--- src/rtl/security_decoder.sv ---
// security_decoder: buffers one frame of XOR-encrypted ciphertext words, then
// emits them in reverse arrival order (undoing the encoder's LIFO stage) after
// XOR-ing each with the shared key. Fill and drain phases never overlap.
module security_decoder #(
  parameter int                 WIDTH = 32,
  parameter int                 DEPTH = 16,
  parameter logic [WIDTH-1:0]   KEY   = 32'hAAAAAAAA
) (
  input  logic             clk,
  input  logic             rst_n,      // active-high asynchronous reset
  input  logic [WIDTH-1:0] in_data,
  input  logic             in_valid,
  input  logic             in_last,
  output logic             in_ready,
  output logic [WIDTH-1:0] out_data,
  output logic             out_valid,
  output logic             out_last,
  input  logic             out_ready,
  output logic             busy,
  output logic             ovf_err
);

  localparam int AW = $clog2(DEPTH);
  localparam int CW = AW + 1;

  localparam logic [0:0] S_FILL  = 1'b0;
  localparam logic [0:0] S_DRAIN = 1'b1;

  logic [0:0]       state_q, state_d;
  logic [CW-1:0]    cnt_q, cnt_d;
  logic             ovf_q, ovf_d;
  logic [WIDTH-1:0] mem_q [DEPTH];

  logic             accept_s;
  logic             pop_s;
  logic [AW-1:0]    wr_idx_s;
  logic [AW-1:0]    rd_idx_s;

  // Handshakes and addressing derived directly from the phase register.
  // In DRAIN cnt is 1..DEPTH, so the low bits minus one wrap to the top slot
  // correctly when cnt equals DEPTH.
  assign in_ready  = (state_q == S_FILL);
  assign out_valid = (state_q == S_DRAIN);
  assign accept_s  = in_valid & in_ready;
  assign pop_s     = out_valid & out_ready;
  assign wr_idx_s  = cnt_q[AW-1:0];
  assign rd_idx_s  = cnt_q[AW-1:0] - AW'(1);
  assign busy      = (cnt_q != CW'(0)) || (state_q == S_DRAIN);
  assign ovf_err   = ovf_q;

  // Plaintext output: top-of-stack word XOR key, zero whenever not valid.
  always_comb begin
    out_data = '0;
    out_last = 1'b0;
    if (out_valid) begin
      out_data = mem_q[rd_idx_s] ^ KEY;
      out_last = (cnt_q == CW'(1));
    end else begin
      out_data = '0;
      out_last = 1'b0;
    end
  end

  // Next-state logic for the fill/drain phase, word count and overflow pulse.
  always_comb begin
    state_d = state_q;
    cnt_d   = cnt_q;
    ovf_d   = 1'b0;
    case (state_q)
      S_FILL: begin
        if (accept_s) begin
          cnt_d = cnt_q + CW'(1);
          if (in_last) begin
            state_d = S_DRAIN;
          end else if (cnt_q == CW'(DEPTH - 1)) begin
            // Frame filled the buffer without a terminator: drain what we
            // have and let the remaining words start a fresh frame.
            state_d = S_DRAIN;
            ovf_d   = 1'b1;
          end else begin
            state_d = S_FILL;
          end
        end else begin
          state_d = S_FILL;
        end
      end
      S_DRAIN: begin
        if (pop_s) begin
          cnt_d = cnt_q - CW'(1);
          if (cnt_q == CW'(1)) begin
            state_d = S_FILL;
          end else begin
            state_d = S_DRAIN;
          end
        end else begin
          state_d = S_DRAIN;
        end
      end
      default: begin
        state_d = S_FILL;
        cnt_d   = '0;
      end
    endcase
  end

  // Control registers; reset discards any frame in progress immediately.
  always_ff @(posedge clk or posedge rst_n) begin
    if (rst_n) begin
      state_q <= S_FILL;
      cnt_q   <= '0;
      ovf_q   <= 1'b0;
    end else begin
      state_q <= state_d;
      cnt_q   <= cnt_d;
      ovf_q   <= ovf_d;
    end
  end

  // Frame storage; contents need no reset because cnt gates every read.
  always_ff @(posedge clk) begin
    if (accept_s) begin
      mem_q[wr_idx_s] <= in_data;
    end
  end

endmodule
--- config.mk ---
export PLATFORM = sky130hd
export DESIGN_NAME = security_decoder
export DESIGN_NICKNAME = d
export VERILOG_FILES = /design/src/rtl/security_decoder.sv
export SDC_FILE = /design/constraint.sdc
export NUM_CORES = 1
export LEC_CHECK = 0
export ABC_AREA = 1
export CAP_MARGIN = 20
export CORE_MARGIN = 2
export CORE_UTILIZATION = 45
export DETAILED_ROUTE_END_ITERATION = 10
export PLACE_DENSITY = 0.63
export SYNTH_ARGS = -nofsm -noshare
export SYNTH_HDL_FRONTEND = slang
export SYNTH_SLANG_ARGS = --single-unit
--- constraint.sdc ---
create_clock -name clk -period 4.3 [get_ports clk]
set_input_delay 0.86 -clock clk [delete_from_list [all_inputs] [get_ports clk]]
set_output_delay 0.86 -clock clk [all_outputs]
set_load 0.05 [all_outputs]
==> flow_summary.toml, run 1 <==
[outcome]
outcome = "completed"

[power_and_ir_drop]
power_density_mw_per_mm2 = 844
fin_total_pwr_mw = 21.3
ir_drop_v = 0.00110
p_leak_nw = 9.72

[placed_design]
dp_slack_ps = 687
placed_cells = 2572
io_buffers = 73
place_hpwl_mm = 28.9
gp_congestion = 0.807

[detailed_routing]
drt_iter0_markers = 1292
vias = 14200
via_per_inst = 5.32
first_pass_iters = 6
wl_per_cell_um = 20.3
totalWireLength_mm = 54.1
drc_errors = 0
ant_nets = 0

[clock_network]
ctsHtreeMaxLevel = 2
clk_latency_ps = 610
cts_inserted_buffers = 52
cts_tree = "done"
clockRootBuffer = "clkbuf_16"
path_clk_slew_ps = 60
cts_buffer_depth = 3
clock_sinks = 519
postCtsSetupRepairBufs = 0

[timing]
tns_ps = 0
rsz0062_at_grt = "yes"
finalHoldViolations = 0
min_period_ps = 4210
finalSetupViolations = 0
finalMaxSlewViolations = 0
fmax_ghz = 0.237
min_period_over_period_pct = 98.0
relSlewSlack_pct = 28.7
clock_skew_ps = 20.1
setup_slack_ps = 86.2
tightest_slew_ps = 1070

[floorplan]
core_mm2 = 0.0475
die-width_um = 223
std_cell_rows = 80
die_h_um = 223
die_area_mm2 = 0.0498
pin_count = 74
initial_core_util_pct = 45.5

[synthesis]
yosys.area.top_type = "edfxtp_1"
synth_area_mm2 = 0.0216
synth_edf_count = 512
yosysWarnings = 0
yosysMostFrequentCell = "nand2_1"
ys.flop_type = "edfxtp_1"
synth_common_cells = "nand2_1 (608), edfxtp_1 (512), nand3_1 (318), inv_1 (170), nor2_1 (135)"
ys_async_sr_fraction_pct = 1.35
synth_seq_cells = 519
synth-seq-area-share_pct = 71.9
syn_nets = 1993
synth_area_leaders = "edfxtp_1 (71%), nand2_1 (11%), nand3_1 (7.4%), inv_1 (2.9%), nor2_1 (2.3%)"
synthCells = 1950
yosys.cell_types.count = 22
synth_top_area_share_pct = 71.1
avgSynthCellArea_um2 = 11.1

[setup_path]
rr_startpoint = "cnt_q[0]"
r2r-end = "mem_q[5][29]"
cp-end-kind = "output port"
arrival_ps = 3350
regToRegSetupSlack_ps = 1240
r2r_cells = 6
critPathRequiredTime_ps = 3440
critPathMaxFanout = 163
crit_type = "register to output port"
cp-start-kind = "register"

[global_routing]
gr-usage-met3_pct = 3.75
grt_pass1_wl_mm = 82.0
grt-ovfl-total = 0
top_usage_layer = "met2"
grt_util_met2_pct = 37.1
track_usage_pct = 21.8
grtUsageMet1_pct = 28.3
first_global_vias = 13800
grt_max_degree = 164
antenna_found_initial = 1

[cells_and_area]
area_growth_pct = 17.0
layout.cells.non_filler = 2670
nNetsFinal = 2055
drive_gt1_share_pct = 8.52

[job]
maxCapViolCount = 0

[worst_hold_path]
hold_class = "input pin to async pin"
==> worst max path at each step <==
stage	depth (start not counted)	to	startpoint
floorplan	13	out_data[16]	cnt_q[0]
global placement	6	out_last	cnt_q[0]
detailed placement	11	out_data[6]	cnt_q[0]
CTS	9	out_data[6]	cnt_q[1]
global route	6	out_last	cnt_q[0]
finish	9	out_data[29]	cnt_q[0]
==> kinds of logic (layout without fill, tap and decap cells) <==
| kind of cell | count (synthesis) | in the layout | synth area share [%] |
|---|---|---|---|
| and+or+nand+nor | 1064 | 1064 | 20.3 |
| DFF | 519 | 519 | 71.9 |
| AOI/OAI and AO/OA | 73 | 73 | 1.89 |
| buffers and inverters | 283 | 387 | 5.32 |
| adders and majority gates | 6 | 6 | 0.347 |
| xor gates and xnor gates | 5 | 5 | 0.237 |
| other | 0 | 1 | 0 |
==> metal layers <==
metal | routed length, µm | vias up
met3 | 3570 | 97
li1 | - | 6703
met5 | 0 | -
met1 | 22200 | 6881
met2 | 26700 | 514
met4 | 1620 | 0
==> layout make-up <==
class	count	area, µm²
inverters	174	663
multi-input cells	1148	5100
clock buffers	64	1370
diodes	1	2.50
well taps	615	769
flip-flops and latches	519	15600
repair buffers	117	1620
fillers	3999	22200
clock inverters	32	229
==> layout by cell type, fill, tap and decap left out, types with 3 or more instances in the layout <==
master	count
clkdlybuf4s50_1	41
clkbuf_1	11
clkinv_2	16
a21oi_1	32
buf_12	48
clkbuf_16	54
nand3_1	318
o21ai_0	24
edfxtp_1	512
o211ai_1	16
xor2_1	3
nand2_1	607
ha_1	5
nor2_1	119
clkinv_1	12
dfrtp_1	5
buf_4	26
bufinv_16	3
nor2_4	16
inv_6	3
inv_1	170
==> through the flow <==
| step | cell area (µm²) | hold slack (ps) | utilization [%] |
|---|---|---|---|
| final | 25300 | 511 | 53.2 |
| after global routing | 25300 | 549 | 53.2 |
| after CTS | 25300 | 504 | 53.1 |
| after detailed placement | 23700 | 600 | 49.8 |
| after global placement | 23700 | 580 | 49.8 |
| after floorplan | 21600 | 552 | - |
==> sequential cells by signal (all words and copies together), names as in the netlist <==
name,flops
ovf_err,1
out_valid,1
cnt_q,5
mem_q,512
==> worst max-delay path, cell delays in order, from the launching register on <==
cell,delay [ps]
dfrtp_4,440
buf_4,350
buf_12,530
nand2_1,160
nand3_1,120
nand3_1,100
nand3_1,120
nand2_1,50
nor2_1,490
buf_12,220
==> power breakdown <==
| group | leakage (nW) | internal, mW | switching [mW] |
|---|---|---|---|
| registers | 4.69 | 5.78 | 0.112 |
| logic | 4.23 | 3.86 | 7.29 |
| clock network | 0.797 | 2.43 | 1.87 |
==> what timing repair did <==
item	CTS	global route
hold buffers	0	0
gates resized for setup	0	4
endpoints found under the setup margin	0	14
Note: power is estimated with default switching activity, not from simulation.
==> run 2: changes to the inputs <==
--- a/config.mk
+++ b/config.mk
@@ -10,7 +10,8 @@
 export CORE_MARGIN = 2
 export CORE_UTILIZATION = 45
 export DETAILED_ROUTE_END_ITERATION = 10
-export PLACE_DENSITY = 0.63
+export PLACE_DENSITY_LB_ADDON = 0.1
 export SYNTH_ARGS = -nofsm -noshare
 export SYNTH_HDL_FRONTEND = slang
 export SYNTH_SLANG_ARGS = --single-unit
+export TNS_END_PERCENT = 1
==> flow_summary.toml, run 2 (synthesis results as in run 1) <==
[global_routing]
track_usage_pct = 23.1
antenna_found_initial = 1
grt_max_degree = 177
grt_pass1_wl_mm = 85.0
first_global_vias = 13500
grt-ovfl-total = 0

[timing]
clock_skew_ps = 18.4
tightest_slew_ps = 1010
rsz0062_at_grt = "no"
finalHoldViolations = 0
setup_slack_ps = 256
finalSetupViolations = 0
relSlewSlack_pct = 32.6
tns_ps = 0
min_period_over_period_pct = 94.1
min_period_ps = 4040
fmax_ghz = 0.247
finalMaxSlewViolations = 0
holdWs_ps = 502

[clock_network]
ctsHoldBuffers = 0
cts_resized = 0
path_clk_slew_ps = 60
cts_inserted_buffers = 55
cts_buffer_depth = 3
clock_sinks = 519
ctsHtreeMaxLevel = 2
cts_tree = "done"
postCtsSetupRepairBufs = 0
clockRootBuffer = "clkbuf_16"
clk_latency_ps = 600

[cells_and_area]
largest_reg_flops = 512
regMostFlops = "mem_q"
area_growth_pct = 17.1
top_regs = "mem_q x512, cnt_q x5"
layout.cells.non_filler = 2673
utilization_pct = 53.3
final_common_cell = "nand2_1"
nFillCells = 4131
most-common-layout-cells = "nand2_1 (607), edfxtp_1 (512), nand3_1 (318)"
drive_gt1_share_pct = 8.36
nNetsFinal = 2060

[detailed_routing]
vias = 14100
wl_met2_mm = 27.8
totalWireLength_mm = 57.2
drc_errors = 0
via_per_inst = 5.28
drt_iter0_markers = 1218
route.met3.wl_mm = 2.97
wl_per_cell_um = 21.4
first_pass_iters = 5
top_layer_used = "met4"
ant_nets = 0
met1_length_mm = 25.1

[setup_path]
path_cells = "buf_4 -> buf_4 -> nand2_1 -> nand3_1 -> nand3_1 -> nand3_1 -> nand2_1 -> nor2_1 -> buf_12"
critPathMaxStageDelay_ps = 540
crit_buf_inv = 3
r2r-end = "mem_q[10][13]"
critPathRequiredTime_ps = 3440
cp-end-kind = "output port"
regToRegSetupSlack_ps = 1360
crit_top_cell = "nand3_1"
crit_type = "register to output port"
cp_slowest_cell = "buf_4"
crit_family = "buffers and inverters"
r2r_cells = 6
cp-start-kind = "register"
rr_startpoint = "cnt_q[0]"
arrival_ps = 3180
cp.depth = 9
critPathMaxFanout = 56

[worst_hold_path]
hold_class = "input pin to async pin"

[floorplan]
initial_core_util_pct = 45.5
std_cell_rows = 80
pin_count = 74
die-width_um = 223
core_mm2 = 0.0475
die_area_mm2 = 0.0498
die_h_um = 223

[placed_design]
place_hpwl_mm = 29.5
dp_slack_ps = 920
io_buffers = 73
gp_congestion = 0.761
placed_cells = 2575

[job]
maxCapViolCount = 0

[power_and_ir_drop]
p_leak_nw = 9.74
ir_drop_v = 0.00110
power_density_mw_per_mm2 = 853

[outcome]
outcome = "completed"
-- run 2: cell count changes in the layout (fill, tap and decap cells not counted), sizes merged --
cell / change
clkbuf: +8
clkinv: -7
buf: +3
inv: -2
clkinvlp: +1
-- run 2: power by group --
group / internal (mW) / leakage [nW] / switching, mW
Clock: 2.58 / 0.814 / 1.89
Combinational: 3.85 / 4.23 / 7.38
Sequential: 5.78 / 4.69 / 0.130
Total: 12.2 / 9.74 / 9.41
-- run 2: metrics by stage --
step / power, mW / cell area [µm²]
floorplan: 12.6 / 21600
global placement: 17.3 / 23700
detailed placement: 17.3 / 23700
CTS: 21.8 / 25300
global route: 22.8 / 25300
finish: 21.6 / 25300
-- run 2: final cells by class --
type / instances / area [µm²] / share of cell area [%]
Sequential cell: 519 / 15600 / 61.4
Timing Repair Buffer: 119 / 1600 / 6.30
Antenna cell: 1 / 2.50 / 0.00987
Inverter: 174 / 663 / 2.62
Multi-Input combinational cell: 1148 / 5090 / 20.1
Tap cell: 615 / 769 / 3.04
Clock inverter: 24 / 183 / 0.721
Clock buffer: 73 / 1490 / 5.87
-- run 2: worst max path at each step --
stage,endpoint,slack (ps),start
floorplan,out_data[16],720,cnt_q[0]
global placement,out_data[14],900,cnt_q[0]
detailed placement,out_data[6],920,cnt_q[0]
CTS,out_data[6],250,cnt_q[0]
global route,out_data[22],50,cnt_q[0]
finish,out_data[6],260,cnt_q[0]
-- run 2: layer usage --
metal / up-vias / track usage [%]
met5: - / 0
met4: 0 / 7.51
met3: 90 / 3.19
met2: 391 / 38.6
met1: 6924 / 31.5
li1: 6715 / -
==> RTL change 1 (settings of run 2) <==
Compare `cnt_q` against `CW'(DEPTH - 1)` with >= in place of ==.
--- a/src/rtl/security_decoder.sv
+++ b/src/rtl/security_decoder.sv
@@ -72,7 +72,7 @@
           cnt_d = cnt_q + CW'(1);
           if (in_last) begin
             state_d = S_DRAIN;
-          end else if (cnt_q == CW'(DEPTH - 1)) begin
+          end else if (cnt_q >= CW'(DEPTH - 1)) begin
             // Frame filled the buffer without a terminator: drain what we
             // have and let the remaining words start a fresh frame.
             state_d = S_DRAIN;
Formal check against the unedited RTL: same outputs for any inputs over 4 cycles, from zero or initial values and one cycle with rst_n high; that may be too few to reach the edited logic, so the function may still have changed.
==> RTL change 1 against run 2 <==
Design area decreased by 0.77%. Worst setup slack worse by 0.015 ns. First-iteration DRC count fell by 3.9%. Sequential cell count did not move. Routed wire length shrank 5.2%. Synthesized area rose by 0.46%. Critical endpoint is now out_data[29].
Power is not shown: default switching activity piles up to over one toggle a cycle in this logic, so the estimate is an artifact.
==> RTL change 1: results (changes against run 2) <==
metric	value	unit	change
wire length per cell	20.5	µm	-4.3%
arrival time worst endpoint	3.20	ns	+0.02 ns
Post-synth EDFFs	512		unchanged
clock root buffer	clkbuf_16		
layout cells sized above 1	7.92	%	-0.44 points
Area contributors post-synth	edfxtp_1 (71%), nand2_1 (13%), nand3_1 (7.9%)		
CTS H-tree lvls	2		unchanged
post-synthesis xor/xnor area fraction	0.0403	%	-0.20 points
gr usage total	22.2	%	-0.94 points
final WL	54300	µm	-5.2%
drt first pass iters	5		unchanged
GPL Wtd Cong	0.761		about the same
Yosys cell types	24		+9.1%
number of diodes	0		-1
largest stage delay on the critical path	0.65	ns	+0.11 ns
worst skew pair latency	0.60	ns	about the same
drt initial violations	1170		-3.9%
slowest CP cell	buf_12		
first-pass GRT wire length	83200	µm	-2.1%
compound-gate portion of the synthesized area	0.599	%	-1.3 points
Layout Skew	0.0141	ns	-0.00435 ns
Fillers	4093		-0.92%
Mapped Cells	1935		-0.77%
post-DP HPWL	27900	µm	-5.6%
Post-CTS Resized	0		unchanged
largest net degree at the start of global routing	181		+2.3%
Layout Utilization	52.7	%	-0.63 points
post-place instance area	23400	µm²	-0.99%
routed vias/inst	5.23		-0.92%
Clock Path Buffers	3		unchanged
top cells by count, synth	nand2_1 (728), edfxtp_1 (512), nand3_1 (342)		
register area share after synthesis	71.5	%	-0.33 points
Post-Place Setup Slack	0.850	ns	-0.0695 ns
Post-Synth Adder-Cell Area	0.288	%	-0.059 points
Cells after DPL	2548		-1.0%
Critical Path Fanout Max	180		+220%
Max-slew headroom	33.4	%	+0.79 points
initial antenna violation count	0		-1
ys async rst share	1.35	%	unchanged
status	finished, final reports clean		
nets	2032		-1.4%
Worst-path clk slew	0.06	ns	about the same
number of global-route vias before repair	13400		-0.51%
Setup Fix Bufs, Post-CTS	0		unchanged
## RTL change 1: path summary, 6_finish.rpt
path,start,to,slack [ns]
worst max-delay path,cnt_q[0],out_data[29],0.24
worst min-delay path,rst_n,ovf_err,0.53
worst max register to register,cnt_q[0],mem_q[14][14],1.29
worst min register to register,cnt_q[4],out_valid,0.64
max in group asynchronous,rst_n,cnt_q[0],3.51
min in group clk,cnt_q[4],out_valid,0.64
## RTL change 1: cell type report
type / count / share of cell area [%]
inverters: 143 / 2.17
clock inverters: 20 / 0.667
repair buffers: 103 / 5.87
clock buffers: 80 / 6.14
flip-flops and latches: 519 / 61.9
well taps: 615 / 3.06
multi-input cells: 1168 / 20.2
## RTL change 1: metal layers
layer | track usage, % | vias to the layer above | wire length, µm
met4 | 5.57 | 0 | 1140
met5 | 0 | - | 0
met3 | 3.29 | 81 | 2710
li1 | - | 6635 | -
met2 | 37.0 | 370 | 26400
met1 | 30.7 | 6773 | 24100
==> RTL change 2 (settings of run 2) <==
Without the edit above. `WIDTH`: 32 -> 64.
--- a/src/rtl/security_decoder.sv
+++ b/src/rtl/security_decoder.sv
@@ -2,7 +2,7 @@
 // emits them in reverse arrival order (undoing the encoder's LIFO stage) after
 // XOR-ing each with the shared key. Fill and drain phases never overlap.
 module security_decoder #(
-  parameter int                 WIDTH = 32,
+  parameter int                 WIDTH = 64,
   parameter int                 DEPTH = 16,
   parameter logic [WIDTH-1:0]   KEY   = 32'hAAAAAAAA
 ) (
Ports: changed (resized in_data and out_data); port bits go from 74 to 138. The function was not compared with the original's and may differ.
==> RTL change 2 against run 2 <==
Worst setup slack lost 0.16 ns. Design area grew 95%. Sequential power grew 96%. Sequential cell count grew 512. First-iteration DRC count grew 90%. Routed wire length grew 87%. Synthesized area grew 95%. Power grew 98%.
==> RTL change 2: results (changes against run 2) <==
metric	value	unit	change
Post-synth EDFFs	1024		+100%
compound-gate portion of the synthesized area	1.73	%	-0.16 points
top cells by count, synth	nand2_1 (1182), edfxtp_1 (1024), nand3_1 (671)		
drt first pass iters	6		+1
drt initial violations	2318		+90%
TritonCTS Buffers	112		+100%
Post-Place Setup Slack	0.250	ns	-0.670 ns
worst skew pair latency	0.68	ns	+0.08 ns
GPL Wtd Cong	0.748		-1.8%
Post-Synth Adder-Cell Area	0.178	%	-0.17 points
Fillers	8079		+96%
Mapped Cells	3631		+86%
largest net degree at the start of global routing	128		-28%
gr usage total	22.6	%	-0.52 points
arrival time worst endpoint	3.34	ns	+0.16 ns
status	finished, final reports clean		
slowest CP cell	dfrtp_4		
CTS H-tree lvls	3		+1
I/O Buffers	137		+88%
Leakage	0.0182	µW	+87%
largest stage delay on the critical path	0.57	ns	+0.03 ns
post-synthesis xor/xnor area fraction	0.122	%	-0.12 points
Layout Skew	0.0320	ns	+0.0135 ns
ys async rst share	0.679	%	-0.67 points
nets	3810		+85%
layout cells sized above 1	8.67	%	+0.31 points
initial antenna violation count	6		+5
Max IR drop VDD	1070	µV	-2.9%
post-place instance area	45600	µm²	+93%
register area share after synthesis	73.4	%	+1.5 points
post-DP HPWL	50000	µm	+69%
-- RTL change 2: changes by cell type in the layout (fill, tap and decap cells not counted), moves of 15 or more --
cell and delta:
nand2_1 +574, a21oi_1 +64, nor2_1 +49, nand3_1 +353, clkbuf_16 +57, nor2_2 +15, edfxtp_1 +512, clkdlybuf4s50_1 +32
buf_12 +40, clkinv_1 +17
-- RTL change 2: cell families (layout without fill, tap and decap cells) --
logic type / Yosys count / in the layout
flops: 1031 / 1031
fa+ha+maj: 6 / 6
other cells: 0 / 4
simple gates: 2055 / 2055
compound gates: 137 / 137
xor+xnor: 5 / 6
buf+inv: 397 / 594
-- RTL change 2: layout make-up --
cell class | instances | area (µm²) | share of cell area (%)
Sequential cell | 1031 | 30900 | 62.7
Clock buffer | 141 | 2970 | 6.03
Inverter | 176 | 696 | 1.41
Tap cell | 1254 | 1570 | 3.18
Clock inverter | 67 | 544 | 1.10
Multi-Input combinational cell | 2204 | 9640 | 19.5
Antenna cell | 4 | 10.0 | 0.0203
Timing Repair Buffer | 210 | 2990 | 6.05
-- RTL change 2: layer usage --
| metal | track usage, % | part of all wire (%) | vias to the layer above |
|---|---|---|---|
| met5 | 0 | 0.012 | - |
| met4 | 6.77 | 2.2 | 2 |
| met3 | 3.10 | 5.3 | 154 |
| met2 | 36.6 | 47 | 697 |
| met1 | 32.0 | 46 | 13200 |
| li1 | - | - | 12700 |
-- RTL change 2: final timing paths --
kind	startpoint	endpoint	slack, ns	cells after the start
hold reg to reg	cnt_q[4]	cnt_q[4]	0.66	2
hold / removal	rst_n	cnt_q[0]	0.63	2
max in group asynchronous	rst_n	out_valid	3.37	2
setup / recovery	cnt_q[0]	out_data[49]	0.1	9
setup reg to reg	cnt_q[0]	mem_q[7][23]	1.47	5
min in group clk	cnt_q[4]	cnt_q[4]	0.66	2
-- RTL change 2: power groups by stage --
stage	combinational (µW)	sequential [µW]	clock, µW
final	22000	11600	9170
after global routing	23900	11600	9750
after CTS	22200	11600	9350
after detailed placement	21800	11800	0
after global placement	21800	11800	0
after floorplan	13100	11800	0
-- RTL change 2: repair_timing --
item | CTS | global route
pin swaps | 2 | 0
resized for setup | 16 | 15
setup endpoints to repair | 65 | 20
buffers inserted | 4 | 0
gates cloned | 3 | 0
-- RTL change 2: through the flow --
stage / hold WS, ns / utilization [%] / power [µW]
floorplan: 0.552 / - / 24900
global placement: 0.612 / 49.0 / 33500
detailed placement: 0.643 / 49.0 / 33600
CTS: 0.569 / 53.0 / 43100
global route: 0.633 / 53.0 / 45200
finish: 0.631 / 53.0 / 42800
